$ cat src/rtl/led_chaser_pkg.sv
// Shared encodings for the LED chaser: display modes, chase direction and button indices.
package led_chaser_pkg;

  localparam logic [1:0] MODE_WRAP   = 2'b00;
  localparam logic [1:0] MODE_BOUNCE = 2'b01;
  localparam logic [1:0] MODE_BAR    = 2'b10;

  typedef enum logic {
    DIR_UP   = 1'b0,
    DIR_DOWN = 1'b1
  } dir_e;

  localparam int BTN_FWD  = 0;
  localparam int BTN_BACK = 1;
  localparam int BTN_RUN  = 2;
  localparam int BTN_DIR  = 3;
  localparam int N_BTN    = 4;

endpackage

$ cat src/rtl/led_chaser_btn_debounce.sv
// Button conditioner: 2-flop synchroniser, stability counter, one-cycle press pulse
// on the rising edge of the debounced level.
module btn_debounce #(
  parameter int DEBOUNCE_CYC = 240_000
) (
  input  logic clock,
  input  logic reset,
  input  logic btn_raw,
  output logic press
);

  localparam int CW = (DEBOUNCE_CYC > 1) ? $clog2(DEBOUNCE_CYC) : 1;
  localparam logic [CW-1:0] CNT_LAST = CW'(DEBOUNCE_CYC - 1);
  localparam logic [CW-1:0] CNT_ONE  = CW'(1);

  logic          sync0_q, sync1_q;
  logic          stable_q, stable_d;
  logic          prev_q;
  logic [CW-1:0] cnt_q, cnt_d;
  logic          press_q, press_d;

  // The counter only advances while the synchronised level disagrees with the
  // debounced one, so any bounce back restarts the stability window.
  always_comb begin
    cnt_d    = '0;
    stable_d = stable_q;
    if (sync1_q != stable_q) begin
      if (cnt_q == CNT_LAST) stable_d = sync1_q;
      else                   cnt_d    = cnt_q + CNT_ONE;
    end
    press_d = stable_q & ~prev_q;
  end

  always_ff @(posedge clock or posedge reset) begin
    if (reset) begin
      sync0_q  <= 1'b0;
      sync1_q  <= 1'b0;
      stable_q <= 1'b0;
      prev_q   <= 1'b0;
      cnt_q    <= '0;
      press_q  <= 1'b0;
    end else begin
      sync0_q  <= btn_raw;
      sync1_q  <= sync0_q;
      stable_q <= stable_d;
      prev_q   <= stable_q;
      cnt_q    <= cnt_d;
      press_q  <= press_d;
    end
  end

  assign press = press_q;

endmodule

$ cat src/rtl/led_chaser.sv
// LED position sequencer: debounced buttons, auto-step timer, WRAP/BOUNCE/BAR display.
// Optional LED_CHASER_SPEED_EN: auto period = STEP_DIV >> speed_sel.
module led_chaser
  import led_chaser_pkg::*;
#(
  parameter int N_LEDS       = 4,
  parameter int STEP_DIV     = 6_000_000,
  parameter int DEBOUNCE_CYC = 240_000
) (
  input  logic                      clock,
  input  logic                      reset,
  input  logic [3:0]                push_button,
  input  logic [1:0]                mode,
  input  logic [1:0]                speed_sel,
  output logic [N_LEDS-1:0]         led_out,
  output logic [$clog2(N_LEDS)-1:0] pos,
  output logic                      running
);

  localparam int PW = $clog2(N_LEDS);
  localparam int CW = $clog2(STEP_DIV);
  localparam logic [PW-1:0] LAST    = PW'(N_LEDS - 1);
  localparam logic [PW-1:0] POS_ONE = PW'(1);
  localparam logic [CW-1:0] CNT_ONE = CW'(1);

  function automatic logic [PW-1:0] inc_wrap(input logic [PW-1:0] p);
    return (p == LAST) ? '0 : p + POS_ONE;
  endfunction

  function automatic logic [PW-1:0] dec_wrap(input logic [PW-1:0] p);
    return (p == '0) ? LAST : p - POS_ONE;
  endfunction

  logic [N_BTN-1:0] press;

  for (genvar b = 0; b < N_BTN; b++) begin : g_btn
    btn_debounce #(.DEBOUNCE_CYC(DEBOUNCE_CYC)) u_db (
      .clock   (clock),
      .reset   (reset),
      .btn_raw (push_button[b]),
      .press   (press[b])
    );
  end

  logic [PW-1:0]     pos_q, pos_d;
  dir_e              dir_q, dir_d;
  logic              running_q, running_d;
  logic [CW-1:0]     cnt_q, cnt_d, term;
  logic [N_LEDS-1:0] led_out_q, led_out_d;
  logic              speed_chg, tick, fwd, back, step_f, step_b, go_up;

`ifdef LED_CHASER_SPEED_EN
  logic [1:0]  speed_q;
  logic [31:0] period;

  always_comb begin
    period = 32'(STEP_DIV) >> speed_sel;
    if (period == 32'd0) period = 32'd1;
    term      = CW'(period - 32'd1);
    speed_chg = (speed_sel != speed_q);
  end

  always_ff @(posedge clock or posedge reset) begin
    if (reset) speed_q <= 2'b00;
    else       speed_q <= speed_sel;
  end
`else
  logic unused_speed;
  assign unused_speed = ^speed_sel;
  assign term         = CW'(STEP_DIV - 1);
  assign speed_chg    = 1'b0;
`endif

  always_comb begin
    fwd    = press[BTN_FWD];
    back   = press[BTN_BACK];
    tick   = running_q && (cnt_q == term);
    // Simultaneous fwd+back cancels everything, including a coincident auto tick.
    step_f = (fwd & ~back) | (~fwd & ~back & tick);
    step_b = back & ~fwd;

    if (!running_q || fwd || back || speed_chg || tick) cnt_d = '0;
    else                                                cnt_d = cnt_q + CNT_ONE;

    running_d = running_q ^ press[BTN_RUN];
    pos_d     = pos_q;
    dir_d     = dir_q;
    go_up     = 1'b0;

    if (mode == MODE_BOUNCE) begin
      if (step_f) begin
        if (dir_q == DIR_UP) begin
          if (pos_q == LAST) begin
            pos_d = LAST - POS_ONE;
            dir_d = DIR_DOWN;
          end else begin
            pos_d = pos_q + POS_ONE;
          end
        end else begin
          if (pos_q == '0) begin
            pos_d = POS_ONE;
            dir_d = DIR_UP;
          end else begin
            pos_d = pos_q - POS_ONE;
          end
        end
      end else if (step_b) begin
        if (dir_q == DIR_UP) begin
          if (pos_q != '0) pos_d = pos_q - POS_ONE;
        end else begin
          if (pos_q != LAST) pos_d = pos_q + POS_ONE;
        end
      end
    end else if (step_f || step_b) begin
      go_up = (dir_q == DIR_UP) ^ step_b;
      pos_d = go_up ? inc_wrap(pos_q) : dec_wrap(pos_q);
    end

    // A direction press takes effect from the next step, after any bounce flip.
    if (press[BTN_DIR]) dir_d = (dir_d == DIR_UP) ? DIR_DOWN : DIR_UP;

    for (int i = 0; i < N_LEDS; i++) begin
      led_out_d[i] = (mode == MODE_BAR) ? (PW'(i) <= pos_q) : (PW'(i) == pos_q);
    end
  end

  always_ff @(posedge clock or posedge reset) begin
    if (reset) begin
      pos_q     <= '0;
      dir_q     <= DIR_UP;
      running_q <= 1'b0;
      cnt_q     <= '0;
      led_out_q <= {{(N_LEDS-1){1'b0}}, 1'b1};
    end else begin
      pos_q     <= pos_d;
      dir_q     <= dir_d;
      running_q <= running_d;
      cnt_q     <= cnt_d;
      led_out_q <= led_out_d;
    end
  end

  assign led_out = led_out_q;
  assign pos     = pos_q;
  assign running = running_q;

endmodule

$ cat config.mk
export PLATFORM = sky130hd
export DESIGN_NAME = led_chaser
export DESIGN_NICKNAME = d
export VERILOG_FILES = /design/src/rtl/led_chaser_pkg.sv /design/src/rtl/led_chaser_btn_debounce.sv /design/src/rtl/led_chaser.sv
export SDC_FILE = /design/constraint.sdc
export NUM_CORES = 1
export LEC_CHECK = 0
export ABC_AREA = 1
export BUFFER_PORTS_ARGS = -buffer_cell sky130_fd_sc_hd__buf_2
export CAP_MARGIN = 20
export CELL_PAD_IN_SITES_DETAIL_PLACEMENT = 0
export CELL_PAD_IN_SITES_GLOBAL_PLACEMENT = 2
export CORE_MARGIN = 3
export CORE_UTILIZATION = 42
export DETAILED_ROUTE_END_ITERATION = 8
export PLACE_DENSITY = 0.94
export SETUP_SLACK_MARGIN = 0.05
export SLEW_MARGIN = 20
export SYNTH_ARGS = -nofsm -noshare
export SYNTH_HDL_FRONTEND = slang
export SYNTH_SLANG_ARGS = --single-unit
$ cat constraint.sdc
create_clock -name clock -period 8.9 [get_ports clock]
set_input_delay 1.78 -clock clock [delete_from_list [all_inputs] [get_ports clock]]
set_output_delay 1.78 -clock clock [all_outputs]
set_load 0.02 [all_outputs]
Word level (Yosys, flattened, before mapping)
Index checks and enable logic that the tools add are counted.

storage, ports and cells
  output and inout bits = 7
  bits of input ports = 10
  logic and storage cells = 124
  register bits = 123

operators by class
  order comparisons = 4
  add/subtract/negate cells = 7
  reductions and logical operators = 14
  multiplexer cells = 33
  equality and inequality tests = 19
  bitwise gates (word level) = 18

operator list
  kind                   number
  $mux 18                8
  $add 18x1->18 const B  4
  $eq 18x18->1 const B   4
  $mux 2                 13
  $add 23x1->23 const B  1
  $eq 23x23->1 const B   1
  $mux 23                1
  $mux 1                 11
  $and 1x1->1            8
  $ne 4x3->1 const B     2
  $reduce_and 2->1       4
  $not 1->1              7
  $eq 2x2->1 const A     2
  $eq 2x2->1 const B     2
  $le 1x2->1 const A     2
  $le 2x2->1 const A     2
  $logic_or 1x1->1       4
  $ne 1x1->1             4
  $reduce_and 4->1       1
  $reduce_bool 2->1      2
  $ne 3x3->1 const B     1
  $add 2x1->2 const B    1
  $eq 1x2->1 const A     1
  $eq 2x1->1 const B     1
  7 further kinds        8

Longest topological paths before layout
Gate-level depths: netlist of the first run.

  depth in word-level cells = 8
  gate-level depth with buffers = 11
  gate-level depth less buffers = 11

Cells and area by module
From an unflattened synthesis of the first run, not the netlist that was laid out.

unflattened totals
  cells, all modules = 784
  area, all modules = 6557.5 um2

by module, submodules not included
  module                            area each (um2)  instances  seq. area each (um2)  cells each
  btn_debounce (g_btn[0].u_db ...)  1177.4           3          575.6                 136
  led_chaser                        1845.5           1          777.0                 242
  btn_debounce (g_btn[2].u_db)      1179.9           1          575.6                 134

Worst setup path before layout of the first run
OpenSTA, ideal clock, no wires.

  kind = in2reg
  from = input port mode[0]
  to = register pos_q[1] (netlist: pos[1])
  path buffers = 0
  arrival time = 2.561 ns
  library setup time = 0.128 ns
  setup slack = 6.210 ns
  stages = 7
  data required time = 8.772 ns
  cells stage by stage = inv_1 -> nor2_1 -> inv_1 -> o21ai_0 -> a21oi_1 -> nand2_1 -> o21ai_0

between the ends
  word-level cells in the longest chain between the ends = 3

ends and longest elaborated chain
  element                                                    line               RTL
  start: declaration                                         led_chaser.sv:13   input logic [1:0] mode,
  $eq 2x1->1 (*)                                             led_chaser.sv:90   if (mode == MODE_BOUNCE) begin
  $ne 4x3->1 (no source line), or another cell as far along  --
  $reduce_and 4->1 (no source line)                          --
  end signal: assignment                                     led_chaser.sv:135  pos_q <= pos_d;
  end: declaration                                           led_chaser.sv:45   logic [PW-1:0] pos_q, pos_d;

Mark *: on every way between the ends. The rest lies on a longest branch, timed or not.
A chain may end at the register's enable or synchronous reset.

Final worst setup path of the first run
  from = register pos_q[0] (netlist: pos[0])
  to = output port pos[0]

RTL lines
  element           line              RTL
  end: declaration  led_chaser.sv:16  output logic [$clog2(N_LEDS)-1:0] pos,

No word-level cell between the ends.

==> out/summary.txt, run 1 <==
Initial drt markers: 347
Cell chain of the critical path: buf_2
Status: finished, final reports clean
GPL Wtd Cong: 0.849
Final worst slack: 6.03 ns
Compound-gate portion of the synthesized area: 6.61%
FF-to-FF path depth: 8
PwrDens: 182 nW/um^2
Crit-path max FO: 8
Hold_ws: 0.359 ns
Remaining routing DRC violations: 0
Highest Clock Rate: 348 MHz
Clock Pin Slew Worst Setup and Hold Paths: 0.06 ns
DP Area: 6410 sq um
Worst path top cell family by delay: flip-flops
Total power: 1.27 mW
Post-synth top area cell: dfrtp_1
Num ports: 17
Post-synth EDFFs: 0
Worst reg-to-reg setup slack: 6.69 ns
Layout cells sized above 1: 12.0%
Setup crit end kind: primary output
Clk_lat worst skew: 0.41 ns
Syn Std Cell Area: 6110 sq um
Vias in the first global route: 4585
Fin nets: 773
Die height: 127 microns
Adder-cell area share of the yosys netlist: 1.84%
Worst Hold Class: flip-flop to flip-flop
Critical Path Start Type: flip-flop
Fin Setup TNS: 0 ns
Critical Path RT: 7.12 ns
DP HPWL: 8.36 mm
Shortest period the worst path allows: 2.87 ns
RSZ-0062 raised after global routing: false
Synthesis-stage register bit count: 123
Vias after detailed routing: 4603
Routed Antenna Nets: 0
Number of hold violations in the final report: 0
Chip Width: 127 microns
Core area: 14000 sq um
Post-CTS Hold Buffers: 0
Starting Density: 43.5%
Yosys Warn Count: 0
Reg-to-Reg End: cnt_q[13]$_DFF_PP0_
Global route overflow: 0
Setup violations, final: 0
Via density: 4.86
Initial antenna violation count: 0
H-tree depth: 4
Root Driver: clkbuf_16
Hold path depth: 0
Area contributors post-synth: dfrtp_1 50%, nor2_1 7.1%, nand2_1 6.7%, inv_1 6.3%, xor2_1 3.6%
Yosys top cell area share: 49.9%
Max Root-Sink Buffers: 2
Layout Utilization: 49.8%
Design Area, Final: 6990 sq um
Post-CTS Setup Bufs: 0
Pleak: 3.15 nW
RR Startpoint: cnt_q[0]$_DFF_PP0_
Syn nets: 741
CTS tree: built
Largest net degree at the start of global routing: 71
DRT Pass-1 Iters: 5
CP max stage delay: 0.47 ns
Buffer and inverter count on the worst path: 1
Final Instance Count excl. Fillers: 947
Post-synthesis mux area share: 0%
Slew Limit Fails: 0
Clock skew: 0.00793 ns
Layout area overhead: 14.3%
Cell Rows: 43
Clk sink count: 123
GRT Total Usage: 15.8%
CTS buffer count: 17
XOR/XNOR Fraction of Synth Area: 5.30%
Placed Cells: 915
Slew at the pin closest to its max-slew limit: 0.870 ns
Critical Path AT: 1.09 ns
Mapped Avg Cell Area: 8.47 sq um
ANT cells: 0
Mapped Cells: 722
Slowest stage cell, crit path: dfrtp_1
Avg WL per Cell: 12.4 microns
Max-Slew Margin vs Limit: 42.0%
WL final: 11.7 mm
Post-route clock period utilization: 32.2%
Simple-Gate Fraction of Synth Area: 29.1%
# resized after CTS: 0
PortBufs: 14
VDD IR max: 0.000155 V
Cell variety after synth: 34
Worst Hold End: g_btn[1].u_db.sync1_q$_DFF_PP0_
Max-cap violations: 0
Largest family of logic cells by synthesized area: simple AND/OR/NAND/NOR gates
Top_reg_cell synth: dfrtp_1
Worst setup path class: flip-flop to primary output
Full die area: 16000 sq um
Async set-reset flop share out of synthesis: 100%
Hold path startpoint: g_btn[1].u_db.sync0_q$_DFF_PP0_
Global-route wire length before repair: 20.9 mm
Seq/Total Area, Yosys: 50.4%
Post-Place Setup Slack: 5.55 ns
-- synth_stat cells, types with 3 or more instances --
master,number
nand2_2,10
nand3_2,5
dfrtp_1,122
nor2_1,116
nand3_1,35
a21oi_1,37
inv_1,103
ha_1,9
o21ai_0,30
nor3b_1,3
a31oi_1,3
nor4_1,5
xor2_1,25
nor3_1,30
nor2_2,8
nor2_4,4
nand2_1,109
nor3_4,4
xnor2_1,12
inv_2,4
nor3b_2,3
nand4_1,25
nor3_2,5
-- state kept, by name (all words and copies together) (netlist names), 4 cells and up --
signal and count:
g_btn.u_db.stable_q 4, cnt_q 23, g_btn.u_db.sync1_q 4, g_btn.u_db.sync0_q 4
led_out 4, g_btn.u_db.prev_q 4, g_btn.u_db.press 4, g_btn.u_db.cnt_q 72
-- cell usage in the layout (no fill, tap or decap), drive strengths merged --
cell,instances
a211oi,2
a21o,1
a21oi,37
a31oi,3
and2,1
and3,1
buf,15
bufinv,1
clkbuf,21
clkinv,5
clkinvlp,2
dfrtp,122
dfstp,1
ha,9
inv,110
nand2,119
nand3,40
nand3b,2
nand4,26
nor2,128
nor3,39
nor3b,6
nor4,5
o21a,2
o21ai,31
o21bai,1
xnor2,12
xor2,25
-- layout make-up --
cell class | instances | area [sq um]
inverters | 107 | 404
clock inverters | 11 | 111
clock buffers | 21 | 470
repair buffers | 15 | 77.6
flip-flops and latches | 123 | 3080
multi-input cells | 490 | 2620
fillers | 1327 | 7050
well taps | 180 | 225
-- logic make-up after synthesis --
kind of cell             count (synthesis)
adder cells (fa/ha/maj)                  9
XOR/XNOR                                37
flip-flops                             123
AO/OA/AOI/OAI                           77
AND/OR/NAND/NOR                        367
buffers and inverters                  109
-- report_power, final --
group          switching (mW)  internal [mW]  leakage (nW)
Sequential            0.00527          0.566          1.68
Combinational          0.0233        0.00784          1.19
Clock                   0.257          0.410         0.281
Total                   0.286          0.984          3.15
-- layer usage --
metal	global-route usage [%]	vias to the layer above	share of wire (%)
li1	-	2404	-
met1	21.0	2144	49
met2	25.2	44	47
met3	4.80	11	2.7
met4	4.73	0	0.99
met5	0	-	0
-- how the worst max path moves through the flow --
stage                     cells after the start                               end  slack, ns          startpoint
after floorplan                               1                cnt_q[0]$_DFF_PP0_       3.85               reset
after global placement                        3  g_btn[0].u_db.cnt_q[9]$_DFF_PP0_       5.62               reset
after detailed placement                      3  g_btn[0].u_db.cnt_q[9]$_DFF_PP0_       5.55               reset
after CTS                                     1                            pos[0]       6.00  pos[0]$_DFFE_PP0P_
after global routing                          3  g_btn[0].u_db.cnt_q[9]$_DFF_PP0_       5.83               reset
final                                         1                            pos[0]       6.03  pos[0]$_DFFE_PP0P_
No activity file was read; power rests on OpenSTA's default activity.
==> inputs of run 2 (changes only) <==
--- a/config.mk
+++ b/config.mk
@@ -11,9 +11,9 @@
 export CELL_PAD_IN_SITES_DETAIL_PLACEMENT = 0
 export CELL_PAD_IN_SITES_GLOBAL_PLACEMENT = 2
 export CORE_MARGIN = 3
-export CORE_UTILIZATION = 42
+export CORE_UTILIZATION = 39
 export DETAILED_ROUTE_END_ITERATION = 8
-export PLACE_DENSITY = 0.94
+export PLACE_DENSITY = 0.89
 export SETUP_SLACK_MARGIN = 0.05
 export SLEW_MARGIN = 20
 export SYNTH_ARGS = -nofsm -noshare
==> constraint.sdc (replaced) <==
create_clock -name clock -period 2.7 [get_ports clock]
set_input_delay 0.54 -clock clock [delete_from_list [all_inputs] [get_ports clock]]
set_output_delay 0.54 -clock clock [all_outputs]
set_load 0.02 [all_outputs]
==> run 2 against run 1 <==
  * Sequential power grew to 3.3 times the previous value
  * Critical path depth grew 9
  * Power grew to 3.4 times the previous value
  * Core utilization shrank 3.1 points
  * Sequential cell count is the same
  * Hold slack lost 0.14 ns
  * Clock power grew to 3.5 times the previous value
  * Via count grew 1.6%
  * Clock skew shrank 0.0010 ns
  * Setup slack lost 5.2 ns
  * Die area grew 7.3%
  * Count of clock-buffer cells in the layout shrank 1
==> out/summary.txt, run 2 (synthesis results as in run 1) <==
Initial drt markers: 223 (-36%)
Core area: 15300 sq um (+8.7%)
Vias after detailed routing: 4677 (+1.6%)
Shortest period the worst path allows: 1.86 ns
Combinational group share of total power: 2.5% (about the same)
Clock Pin Slew Worst Setup and Hold Paths: 0.06 ns (about the same)
# resized after CTS: 0 (unchanged)
Post-route clock period utilization: 69.0%
Part of the power in registers: 43.4% (-1.6 points)
VDD IR max: 0.000450 V (+190%)
GRT Total Usage: 14.8% (-1.1 points)
Clock power share: 54.1% (+1.6 points)
CTS tree: built
Largest net degree at the start of global routing: 58 (-18%)
Full die area: 17200 sq um (+7.3%)
Slew at the pin closest to its max-slew limit: 0.647 ns (-0.222 ns)
Max reg flops: 72 (unchanged)
Max-cap violations: 0 (unchanged)
Via density: 4.76 (-2.1%)
Routed Antenna Nets: 0 (unchanged)
PortBufs: 14 (unchanged)
Crit-path max FO: 8 (unchanged)
Vias in the first global route: 4510 (-1.6%)
Setup violations, final: 0 (unchanged)
WL final: 11.9 mm (+1.3%)
Registers with the most flip-flops: g_btn.u_db.cnt_q: 72 flops, cnt_q: 23 flops
Most frequent cells in the layout: 122 x dfrtp_1, 116 x nor2_1, 109 x nand2_1
Worst reg-to-reg setup slack: 0.84 ns (-5.85 ns)
CTS buffer count: 17 (unchanged)
Chip Width: 131 microns (+3.6%)
Worst Hold Class: primary input to asynchronous set/reset pin
Critical Path RT: 3.00 ns (-4.12 ns)
Clk_lat worst skew: 0.41 ns (about the same)
Num ports: 17 (unchanged)
Critical Path Start Type: flip-flop
Post-CTS Setup Bufs: 0 (unchanged)
Number of hold violations in the final report: 0 (unchanged)
Commonest non-fill, non-tap cell in the layout: dfrtp_1
Fill count: 1471 (+11%)
Critical Path AT: 2.16 ns (+1.07 ns)
Fin Setup TNS: 0 ns (unchanged)
Cell Rows: 45 (+4.7%)
Root Driver: clkbuf_16
Global route overflow: 0 (unchanged)
Setup crit end kind: flip-flop
Die height: 131 microns (+3.6%)
DP Area: 6500 sq um (+1.4%)
Initial antenna violation count: 0 (unchanged)
DRT Pass-1 Iters: 4 (-1)
H-tree depth: 4 (unchanged)
Max Root-Sink Buffers: 2 (unchanged)
Multi-input logic area: 2620 sq um (unchanged)
P_int: 3.41 mW (+250%)
Design Area, Final: 7120 sq um (+1.8%)
Post-CTS Hold Buffers: 0 (unchanged)
ANT cells: 0 (unchanged)
Global-route wire length before repair: 21.0 mm (+0.69%)
PwrDens: 610 nW/um^2 (+240%)
Storage element area: 3080 sq um (unchanged)
Layout area overhead: 16.5%
Fin nets: 778 (+0.65%)
Max-Slew Margin vs Limit: 56.7% (+15 points)
Clock skew: 0.00689 ns (-0.00104 ns)
Clk sink count: 123 (unchanged)
Remaining routing DRC violations: 0 (unchanged)
Pleak: 3.19 nW (+1.4%)
Sw frac: 21.4% (-1.1 points)
Slew Limit Fails: 0 (unchanged)
Layout cells sized above 1: 12.6% (+0.57 points)
Highest Clock Rate: 537 MHz
Largest Register: g_btn.u_db.cnt_q
Status: finished, final reports clean
GPL Wtd Cong: 0.857 (+0.93%)
Worst setup path class: flip-flop to flip-flop
RSZ-0062 raised after global routing: false
Starting Density: 40.1% (-3.5 points)
Layout Utilization: 46.7% (-3.1 points)
Switch Pwr: 931 uW (+230%)
DP HPWL: 8.66 mm (+3.6%)
Avg WL per Cell: 12.1 microns (-2.4%)
## run 2: metal layers
layer	wire length (microns)	global-route usage, %	share of wire, %	up-vias
li1	-	-	-	2423
met1	5760	19.3	49	2213
met2	5760	23.7	49	35
met3	269	4.48	2.3	6
met4	80	4.73	0.67	0
met5	0	0	0	-
## run 2: path summary, 6_finish.rpt
kind | cells after the start | end | from
max in group asynchronous | 3 | led_out[0]$_DFF_PP1_ | reset
hold reg to reg | 0 | g_btn[1].u_db.sync1_q$_DFF_PP0_ | g_btn[1].u_db.sync0_q$_DFF_PP0_
min in group clock | 1 | g_btn[2].u_db.sync0_q$_DFF_PP0_ | push_button[2]
hold / removal | 2 | g_btn[0].u_db.cnt_q[14]$_DFF_PP0_ | reset
setup reg to reg | 10 | g_btn[3].u_db.cnt_q[13]$_DFF_PP0_ | g_btn[3].u_db.cnt_q[0]$_DFF_PP0_
setup / recovery | 10 | g_btn[3].u_db.cnt_q[13]$_DFF_PP0_ | g_btn[3].u_db.cnt_q[0]$_DFF_PP0_
## run 2: through the flow
stage          hold WS [ns]  power [mW]  worst slack (ns)  cells
5_1_grt               0.198        4.52             0.640    983
3_5_place_dp          0.336        2.03             0.820    951
4_1_cts               0.208        4.41             0.803    983
6_report              0.217        4.34             0.838    983
3_3_place_gp          0.334        2.03             0.852    951
2_1_floorplan         0.331        1.99             0.650    722
## run 2: critical path: stages (launching register included)
cell     delay (ns)
dfrtp_1        0.41
ha_1           0.19
nand2_1        0.08
nor2_2         0.14
nand3_2        0.13
nor2_2         0.15
nand4_1        0.20
nand2_2        0.23
inv_2          0.09
o21ai_0        0.08
a21oi_1        0.06
## run 2: cell type report
type	count	share of cell area, %
clock inverter	12	2.30
clock buffer	20	6.42
multi-input combinational	490	36.8
tap	211	3.71
inverter	107	5.70
sequential	123	43.3
timing repair buffer	20	1.79
## run 2: power groups by stage
stage	registers [mW]	clock network, mW	logic, mW
detailed placement	1.92	0	0.114
finish	1.88	2.35	0.109
floorplan	1.92	0	0.0727
CTS	1.88	2.41	0.115
global route	1.89	2.51	0.128
global placement	1.92	0	0.113
